File: src/rtl/program_loader.sv
// Instruction-memory writer: assembles an MSB-first byte stream into words and
// writes them to consecutive addresses from 0, holding busy for the whole load.
module program_loader #(
  parameter int INSTRUCTION_WIDTH = 40,
  parameter int PC_WIDTH          = 5,
  parameter int WORD_COUNT        = 32
) (
  input  logic                         clk,
  input  logic                         rst_n,
  input  logic                         start,
  input  logic [7:0]                   byte_in,
  input  logic                         byte_valid,
  output logic                         byte_ready,
  output logic                         wr_en,
  output logic [PC_WIDTH-1:0]          wr_addr,
  output logic [INSTRUCTION_WIDTH-1:0] wr_data,
  output logic                         busy,
  output logic                         done
);

  localparam int BYTES = (INSTRUCTION_WIDTH + 7) / 8;
  localparam int CNT_W = (BYTES > 1) ? $clog2(BYTES) : 1;
  localparam logic [CNT_W-1:0]    LAST_BYTE = CNT_W'(BYTES - 1);
  localparam logic [PC_WIDTH-1:0] LAST_ADDR = PC_WIDTH'(WORD_COUNT - 1);

  localparam logic [1:0] ST_IDLE  = 2'd0;
  localparam logic [1:0] ST_LOAD  = 2'd1;
  localparam logic [1:0] ST_WRITE = 2'd2;
  localparam logic [1:0] ST_DONE  = 2'd3;

  logic [1:0]                   state_q, state_d;
  logic [PC_WIDTH-1:0]          addr_q, addr_d;
  logic [CNT_W-1:0]             cnt_q, cnt_d;
  logic [INSTRUCTION_WIDTH-1:0] shift_q, shift_d;

  always_comb begin
    state_d = state_q;
    addr_d  = addr_q;
    cnt_d   = cnt_q;
    shift_d = shift_q;
    case (state_q)
      ST_IDLE: begin
        if (start) begin
          state_d = ST_LOAD;
          addr_d  = '0;
          cnt_d   = '0;
          shift_d = '0;
        end
      end
      ST_LOAD: begin
        if (byte_valid) begin
          // Truncating cast drops the excess high bits of the first byte.
          shift_d = INSTRUCTION_WIDTH'({shift_q, byte_in});
          if (cnt_q == LAST_BYTE) begin
            cnt_d   = '0;
            state_d = ST_WRITE;
          end else begin
            cnt_d = cnt_q + 1'b1;
          end
        end
      end
      ST_WRITE: begin
        if (addr_q == LAST_ADDR) begin
          state_d = ST_DONE;
        end else begin
          addr_d  = addr_q + 1'b1;
          state_d = ST_LOAD;
        end
      end
      ST_DONE: state_d = ST_IDLE;
      default: state_d = ST_IDLE;
    endcase
  end

  always_ff @(posedge clk or negedge rst_n) begin
    if (!rst_n) begin
      state_q <= ST_IDLE;
      addr_q  <= '0;
      cnt_q   <= '0;
      shift_q <= '0;
    end else begin
      state_q <= state_d;
      addr_q  <= addr_d;
      cnt_q   <= cnt_d;
      shift_q <= shift_d;
    end
  end

  // Address and word are held in flops that are stable throughout WRITE.
  assign wr_addr    = addr_q;
  assign wr_data    = shift_q;
  assign byte_ready = (state_q == ST_LOAD);
  assign wr_en      = (state_q == ST_WRITE);
  assign done       = (state_q == ST_DONE);
  assign busy       = (state_q != ST_IDLE);

endmodule

File: config.mk
export PLATFORM = sky130hd
export DESIGN_NAME = program_loader
export DESIGN_NICKNAME = d
export VERILOG_FILES = /design/src/rtl/program_loader.sv
export SDC_FILE = /design/constraint.sdc
export NUM_CORES = 1
export LEC_CHECK = 0
export CORE_MARGIN = 2
export CORE_UTILIZATION = 63
export CTS_BUF_LIST = sky130_fd_sc_hd__clkbuf_2
export DETAILED_ROUTE_END_ITERATION = 10
export DONT_BUFFER_PORTS = 1
export PLACE_DENSITY = 0.79
export SETUP_SLACK_MARGIN = 0.1
export SLEW_MARGIN = 30
export SYNTH_ARGS = -nofsm -noshare
export SYNTH_HDL_FRONTEND = slang
export SYNTH_SLANG_ARGS = --single-unit
File: constraint.sdc
create_clock -name clk -period 3.7 [get_ports clk]
set_clock_uncertainty 0.1 [all_clocks]
set_input_delay 0.37 -clock clk [delete_from_list [all_inputs] [get_ports clk]]
set_output_delay 0.37 -clock clk [all_outputs]
set_load 0.02 [all_outputs]
==> results of run 1 <==
==> placed cells by master, fill, tap and decap left out, types with 3 or more instances in the layout <==
cell type,n
ha_1,4
nand3_1,3
a22o_1,47
nor2_1,4
nand2_1,5
clkbuf_2,5
dlygate4sd3_1,11
dfrtp_1,50
==> metrics by stage <==
stage	util [%]	total power (W)	hold WS, ns	instances	worst slack, ns
after floorplan	-	0.001550	-0.02559	148	1.759
after global placement	65.08	0.001581	-0.02425	182	1.675
after detailed placement	65.08	0.001616	-0.02447	182	1.633
after CTS	70.57	0.001833	0.004340	201	1.600
after global routing	70.89	0.001951	0.03229	202	1.429
final	70.89	0.001831	0.04685	202	1.561
==> final timing paths <==
check,startpoint,endpoint
min reg2reg,cnt_q[1],cnt_q[1]
max,wr_addr[0],wr_addr[3]
max in group asynchronous,rst_n,wr_data[0]
max reg2reg,wr_addr[0],wr_addr[3]
min in group asynchronous,rst_n,wr_data[23]
min,byte_valid,state_q[0]
==> layer usage <==
layer | GRT usage (%) | wire (um) | vias to the layer above
met2 | 35.18 | 1841 | 50
li1 | - | - | 578
met4 | 7.453 | 34 | 0
met3 | 6.823 | 271 | 4
met1 | 29.73 | 1683 | 633
met5 | 0 | 0 | -
==> flip-flops by register name, summed over array words and instances (netlist names) <==
signal and flops:
wr_data 40, wr_addr 5, cnt_q 3, state_q 2
==> worst min-delay path, cell delays in order <==
cell and delay [ns]:
nand3_1 0.06, nand2_1 0.07, nand2_1 0.05
==> cells by family (layout without fill, tap and decap cells) <==
kind of cell | after synthesis | after routing
compound gates | 52 | 52
flops | 50 | 50
fa+ha+maj | 4 | 4
simple gates | 25 | 25
buf+inv | 14 | 24
mux | 3 | 3
==> area by class of cell <==
type	instances	area (um^2)	share of cell area (%)
sequential	50	1251	57.34
multi-input combinational	84	674.4	30.91
timing repair buffer	14	152.6	6.995
tap	44	55.05	2.523
clock buffer	5	25.02	1.147
clock inverter	3	16.27	0.7454
inverter	2	7.507	0.3440
==> where the power goes <==
group | leakage, nW | switching [W] | total, W | internal, W
Clock | 0.0280 | 0.000160 | 0.000204 | 0.0000438
Sequential | 0.663 | 0.000461 | 0.00121 | 0.000746
Combinational | 0.383 | 0.000202 | 0.000420 | 0.000218
Total | 1.07 | 0.000823 | 0.00183 | 0.00101
==> what timing repair did <==
action                                  4_1_cts  5_1_grt
endpoints found under the setup margin        0        0
hold buffers                                 11        1
endpoints found under the hold margin        59        1
==> summary.md, run 1 <==
| Metric | Value |
|---|---|
| Simple-Gate Fraction of Synth Area | 6.850% |
| Area of the core | 3078 um^2 |
| RD Place Congestion | 0.8468 |
| R2r setup slk | 1.56 ns |
| Fillers | 215 |
| Worst Tran Pin Value | 0.5482 ns |
| Synth Area in XOR/XNOR | 0% |
| Antenna cell count | 0 |
| CTS sink cnt | 50 |
| Area leader, netlist | dfrtp_1 |
| Syn Inst Count | 148 |
| # DRC | 0 |
| Worst hold path class | in -> reg |
| Total Routed Length | 3829 um |
| Slowest cell on crit path | dfrtp_1 |
| Num rows | 20 |
| Setup-failing EPs final | 0 |
| Achievable Freq | 467.5 MHz |
| Vias per cell | 6.262 |
| RSZ-0062 raised after global routing | false |
| Root Buffer | clkbuf_2 |
| Pre-antenna DRT Iters | 4 |
| Delay-heaviest family, CP | simple AND/OR/NAND/NOR gates |
| Gr ovfl total | 0 |
| Max Cap Violations | 0 |
| Crit path cell chain | ha_1 > and3_1 > ha_1 > nand4b_1 > or3b_1 > nand3_1 |
| Post-cts resize count | 0 |
| Post-synth EDFFs | 0 |
| TritonCTS clock tree | yes |
| Async SR Flop Fraction | 100.0% |
| Detailed placer's ending HPWL | 2526 um |
| Initial antenna violation count | 0 |
| Clock buffer depth | 2 |
| CTS H-Tree Depth | 2 |
| Max VDD drop | 452.4 uV |
| Postcts setup bufs | 0 |
| Crit path kind | reg -> reg |
| Share of layout cells above drive strength 1 | approximately 8.2% |
| Worst skew pair latency | 0.41 ns |
| Register-to-Register Path Depth | 6 |
| Chip Height | 60.99 um |
| Top cell type's share of synthesized area | 61.16% |
| Vias in the first global route | around 1.2k |
| Number of port buffers | 0 |
| Main area contributors after synthesis | dfrtp_1 (61%), a22o_1 (20%), buf_8 (2.9%) |
| Die ar. | roughly 3700 um^2 |
| Sequential share of the synthesized area | 61.16% |
| Yosys cell types | 27 |
| IO Count | roughly 60 |
| Routed wire per std cell | about 19 um |
| Peak fanout along the critical path | 7 |
| Post-layout nets | 173 |
| CP endpoint kind | flip-flop |
| Final number of hold-violating endpoints | 0 |
| Net count after synthesis | 164 |
| Vias | 1265 |
| Area grow syn2layout | 6.667% |
| WP buf/inv | 0 |
| Ys Warns | 0 |
| Die X | 60.99 um |
| Main combinational cell family by area after synthesis | compound AO/OA/AOI/OAI gates |
| CP Launch Type | flip-flop |
| Slew headroom | 63.46% |
| Placed Area | 2003 um^2 |
| Largest net degree at the start of global routing | 51 |
| Most instantiated library cell after synthesis | dfrtp_1 |
| Hold depth | 3 |
| Clk slew on worst S/H paths | 0.23 ns |
| Fin. max-slew vios | 0 |
| Commonest register cell after synthesis | dfrtp_1 |
| Synth Area in Compound Gates | between 20 and 25% |
| Synth cell count leaders | dfrtp_1 (50), a22o_1 (47), buf_2 (6), nand2_1 (5) |
| CP dominant cell by count | ha_1 |
| Worst path max stage delay | ~0.56 ns |
| Tmin final | 2.139 ns |
| Critical Path Stages | 6 |
| Status | completed |
| CP required | about 4.0 ns |
| First-pass GRT wire length | roughly 6000 um |
| LEAKAGE | 1.073 nW |
| 1st-iter DRT viols | 54 |
| Share of synthesized area spent on multiplexers | between 1.5 and 2% |
| Post-Syn Area | 2046 um^2 |
| Post-route cell area | 2182 um^2 |
| GR Util All Layers | between 20% and 30% |
| Power density cells | 839.1 nW/um^2 |
| Fraction of the mapped netlist area in adder cells | 2.446% |
| Post-route setup TNS | 0 ns |
| Fin crit share | 57.81% |
| Worst EP arrival | 2.40 ns |
| Final ANT Viol Nets | 0 |
| Cts bufs inserted | 5 |
| Syn avg cell area | 13.82 um^2 |
| Starting Density | between 60 and 70% |
| Register bit total from synthesis | 50 |
No activity file was read; power rests on OpenSTA's default activity.
==> run 2: changes to the inputs <==
--- a/config.mk
+++ b/config.mk
@@ -6,11 +6,11 @@
 export NUM_CORES = 1
 export LEC_CHECK = 0
 export CORE_MARGIN = 2
-export CORE_UTILIZATION = 63
+export CORE_UTILIZATION = 58
 export CTS_BUF_LIST = sky130_fd_sc_hd__clkbuf_2
 export DETAILED_ROUTE_END_ITERATION = 10
 export DONT_BUFFER_PORTS = 1
-export PLACE_DENSITY = 0.79
+export PLACE_DENSITY = 0.76
 export SETUP_SLACK_MARGIN = 0.1
 export SLEW_MARGIN = 30
 export SYNTH_ARGS = -nofsm -noshare
==> constraint.sdc (replaced) <==
create_clock -name clk -period 1.75 [get_ports clk]
set_clock_uncertainty 0.1 [all_clocks]
set_input_delay 0.175 -clock clk [delete_from_list [all_inputs] [get_ports clk]]
set_output_delay 0.175 -clock clk [all_outputs]
set_load 0.02 [all_outputs]
==> run 2 against run 1 <==
Effect of this change:
- the flow now finishes with violations (negative setup slack)
- global-route usage increased by 0.070 points
- die area is 8.0% higher
- largest cell class unchanged
- worst setup slack got worse by 1.6 ns
- first-iteration DRC count up 96%
- core utilization rose by 0.16 points
- count of clock-buffer cells in the layout is the same
- sequential power rose by 110%
- sequential share of layout area is 4.9 points lower
- non-clock buffer count increased by 15
- register-to-register slack got worse by 1.6 ns
==> summary.md, run 2 (synthesized netlist as in run 1, its figures left out) <==
| Metric | Value |
|---|---|
| Final Total Pwr | 0.004186 W |
| Root Buffer | clkbuf_2 |
| IO Count | 61 |
| Max VDD drop | 1151 uV |
| Commonest non-fill, non-tap cell in the layout | dfrtp_1 |
| Clock buffer depth | 2 |
| Status | finished, violations left |
| RD Place Congestion | 0.8300 |
| Area grow syn2layout | 16.82% |
| Placed Area | 2118 um^2 |
| Detailed placer's ending HPWL | 2660 um |
| RSZ-0062 raised after global routing | true |
| Worst skew pair latency | 0.42 ns |
| Achievable Freq | 565.3 MHz |
| Worst Tran Pin Value | 0.4637 ns |
| 1st-iter DRT viols | roughly 110 |
| Crit path kind | reg -> reg |
| Max Cap Violations | 0 |
| Post-route setup TNS | -0.03486 ns |
| Post-route cell area | 2390 um^2 |
| GR Util All Layers | between 20% and 30% |
| CP required | around 2.0 ns |
| First-pass GRT wire length | 7031 um |
| TritonCTS clock tree | yes |
| Worst hold path class | in -> reg |
| Starting Density | 60.83% |
| Die X | about 63 um |
| Initial antenna violation count | 0 |
| Gr ovfl total | 0 |
| Fin crit share | 101.1% |
| Die ar. | between 4000 and 5000 um^2 |
| Vias | roughly 1.4k |
| Vias per cell | about 6.2 |
| Largest net degree at the start of global routing | 51 |
| Slew headroom | between 60 and 70% |
| Clk slew on worst S/H paths | 0.24 ns |
| Share of layout cells above drive strength 1 | 21.51% |
| Setup WS post-layout | -0.01909 ns |
| # DRC | 0 |
| Pre-antenna DRT Iters | 4 |
| CTS sink cnt | 50 |
| Failing checks | negative setup slack |
| CP Launch Type | flip-flop |
| Total Routed Length | 4140 um |
| Most frequent cells in the layout | dfrtp_1 (48), a22o_1 (47), buf_4 (15), dlygate4sd3_1 (11) |
| Fin. max-slew vios | 0 |
| Peak fanout along the critical path | 4 |
| CP endpoint kind | flip-flop |
| Final number of hold-violating endpoints | 0 |
| Area of the core | 3363 um^2 |
| Final ANT Viol Nets | 0 |
| Vias in the first global route | roughly 1.5k |
| Largest register FFs | 40 |
| Cts bufs inserted | 5 |
| Tmin final | 1.769 ns |
| Power density cells | 1752 nW/um^2 |
| Worst EP arrival | between 2 and 2.5 ns |
| Setup-failing EPs final | 3 |
| Number of port buffers | 0 |
| CTS H-Tree Depth | 2 |
| Antenna cell count | 0 |
| Post-layout nets | ~190 |
| Routed wire per std cell | 18.99 um |
| Chip Height | 63.39 um |
| Num rows | 21 |
| LEAKAGE | ~1.2 nW |
## run 2: cell count changes in the layout (fill, tap and decap cells not counted), sizes merged
cell    change
clkinv      -2
bufinv      +1
buf        +15
## run 2: metrics by stage
stage,utilization (%),hold slack [ns],std cells,setup slack (ns)
final,71.06,0.06327,218,-0.01909
after CTS,69.72,0.05485,214,-0.02011
after floorplan,-,-0.2206,148,-0.05175
after global routing,71.06,0.04944,218,-0.09177
after global placement,62.98,-0.2191,193,0.02985
after detailed placement,62.98,-0.2188,193,-0.03341
## run 2: cell type report
class                      count  area [um^2]
fill                         249        973.4
sequential                    50         1254
tap                           46        57.56
timing repair buffer          29        281.5
inverter                       2        7.507
clock inverter                 2        38.79
clock buffer                   5        25.02
multi-input combinational     84        725.7
## run 2: metal layers
metal	global-route usage [%]	vias to the layer above	wire [um]
met5	0	-	0
met4	8.152	0	73
met3	8.393	9	332
met2	35.39	50	2022
met1	28.28	691	1712
li1	-	602	-
## run 2: power breakdown
part | internal (W) | switching, W | total, W
Sequential | 0.00158 | 0.000918 | 0.00250
Combinational | 0.000577 | 0.000519 | 0.00110
Clock | 0.000237 | 0.000354 | 0.000590
Total | 0.00239 | 0.00179 | 0.00419
## run 2: path summary, 6_finish.rpt
path	start	to	slack, ns	cells past startpoint
max in group asynchronous	rst_n	cnt_q[0]	1.22	2
worst min register to register	cnt_q[1]	cnt_q[1]	0.49	1
worst min-delay path	byte_valid	cnt_q[2]	0.06	2
worst max-delay path	wr_addr[0]	wr_addr[2]	-0.02	6
worst max register to register	wr_addr[0]	wr_addr[2]	-0.02	6
min in group asynchronous	rst_n	wr_data[28]	0.11	2
## run 2: timing repair
item,in CTS,in global routing
gates resized for setup,4,4
setup buffers,2,4
hold endpoints to repair,61,0
setup endpoints to repair,7,7
hold buffers,12,0
## run 2: worst max-delay path, cell delays in order (launching register included)
cell	delay, ns
dfrtp_2	0.48
ha_4	0.16
and3_4	0.18
ha_4	0.16
nor2b_2	0.12
mux2_4	0.31
a22o_1	0.18
==> run 3: changes to the inputs <==
--- a/config.mk
+++ b/config.mk
@@ -10,6 +10,7 @@
 export CTS_BUF_LIST = sky130_fd_sc_hd__clkbuf_2
 export DETAILED_ROUTE_END_ITERATION = 10
 export DONT_BUFFER_PORTS = 1
+export HOLD_SLACK_MARGIN = 0.02
 export PLACE_DENSITY = 0.76
 export SETUP_SLACK_MARGIN = 0.1
 export SLEW_MARGIN = 30
==> results of run 3 <==
No change in the layout: final DEF, timing and power equal those of run 2.
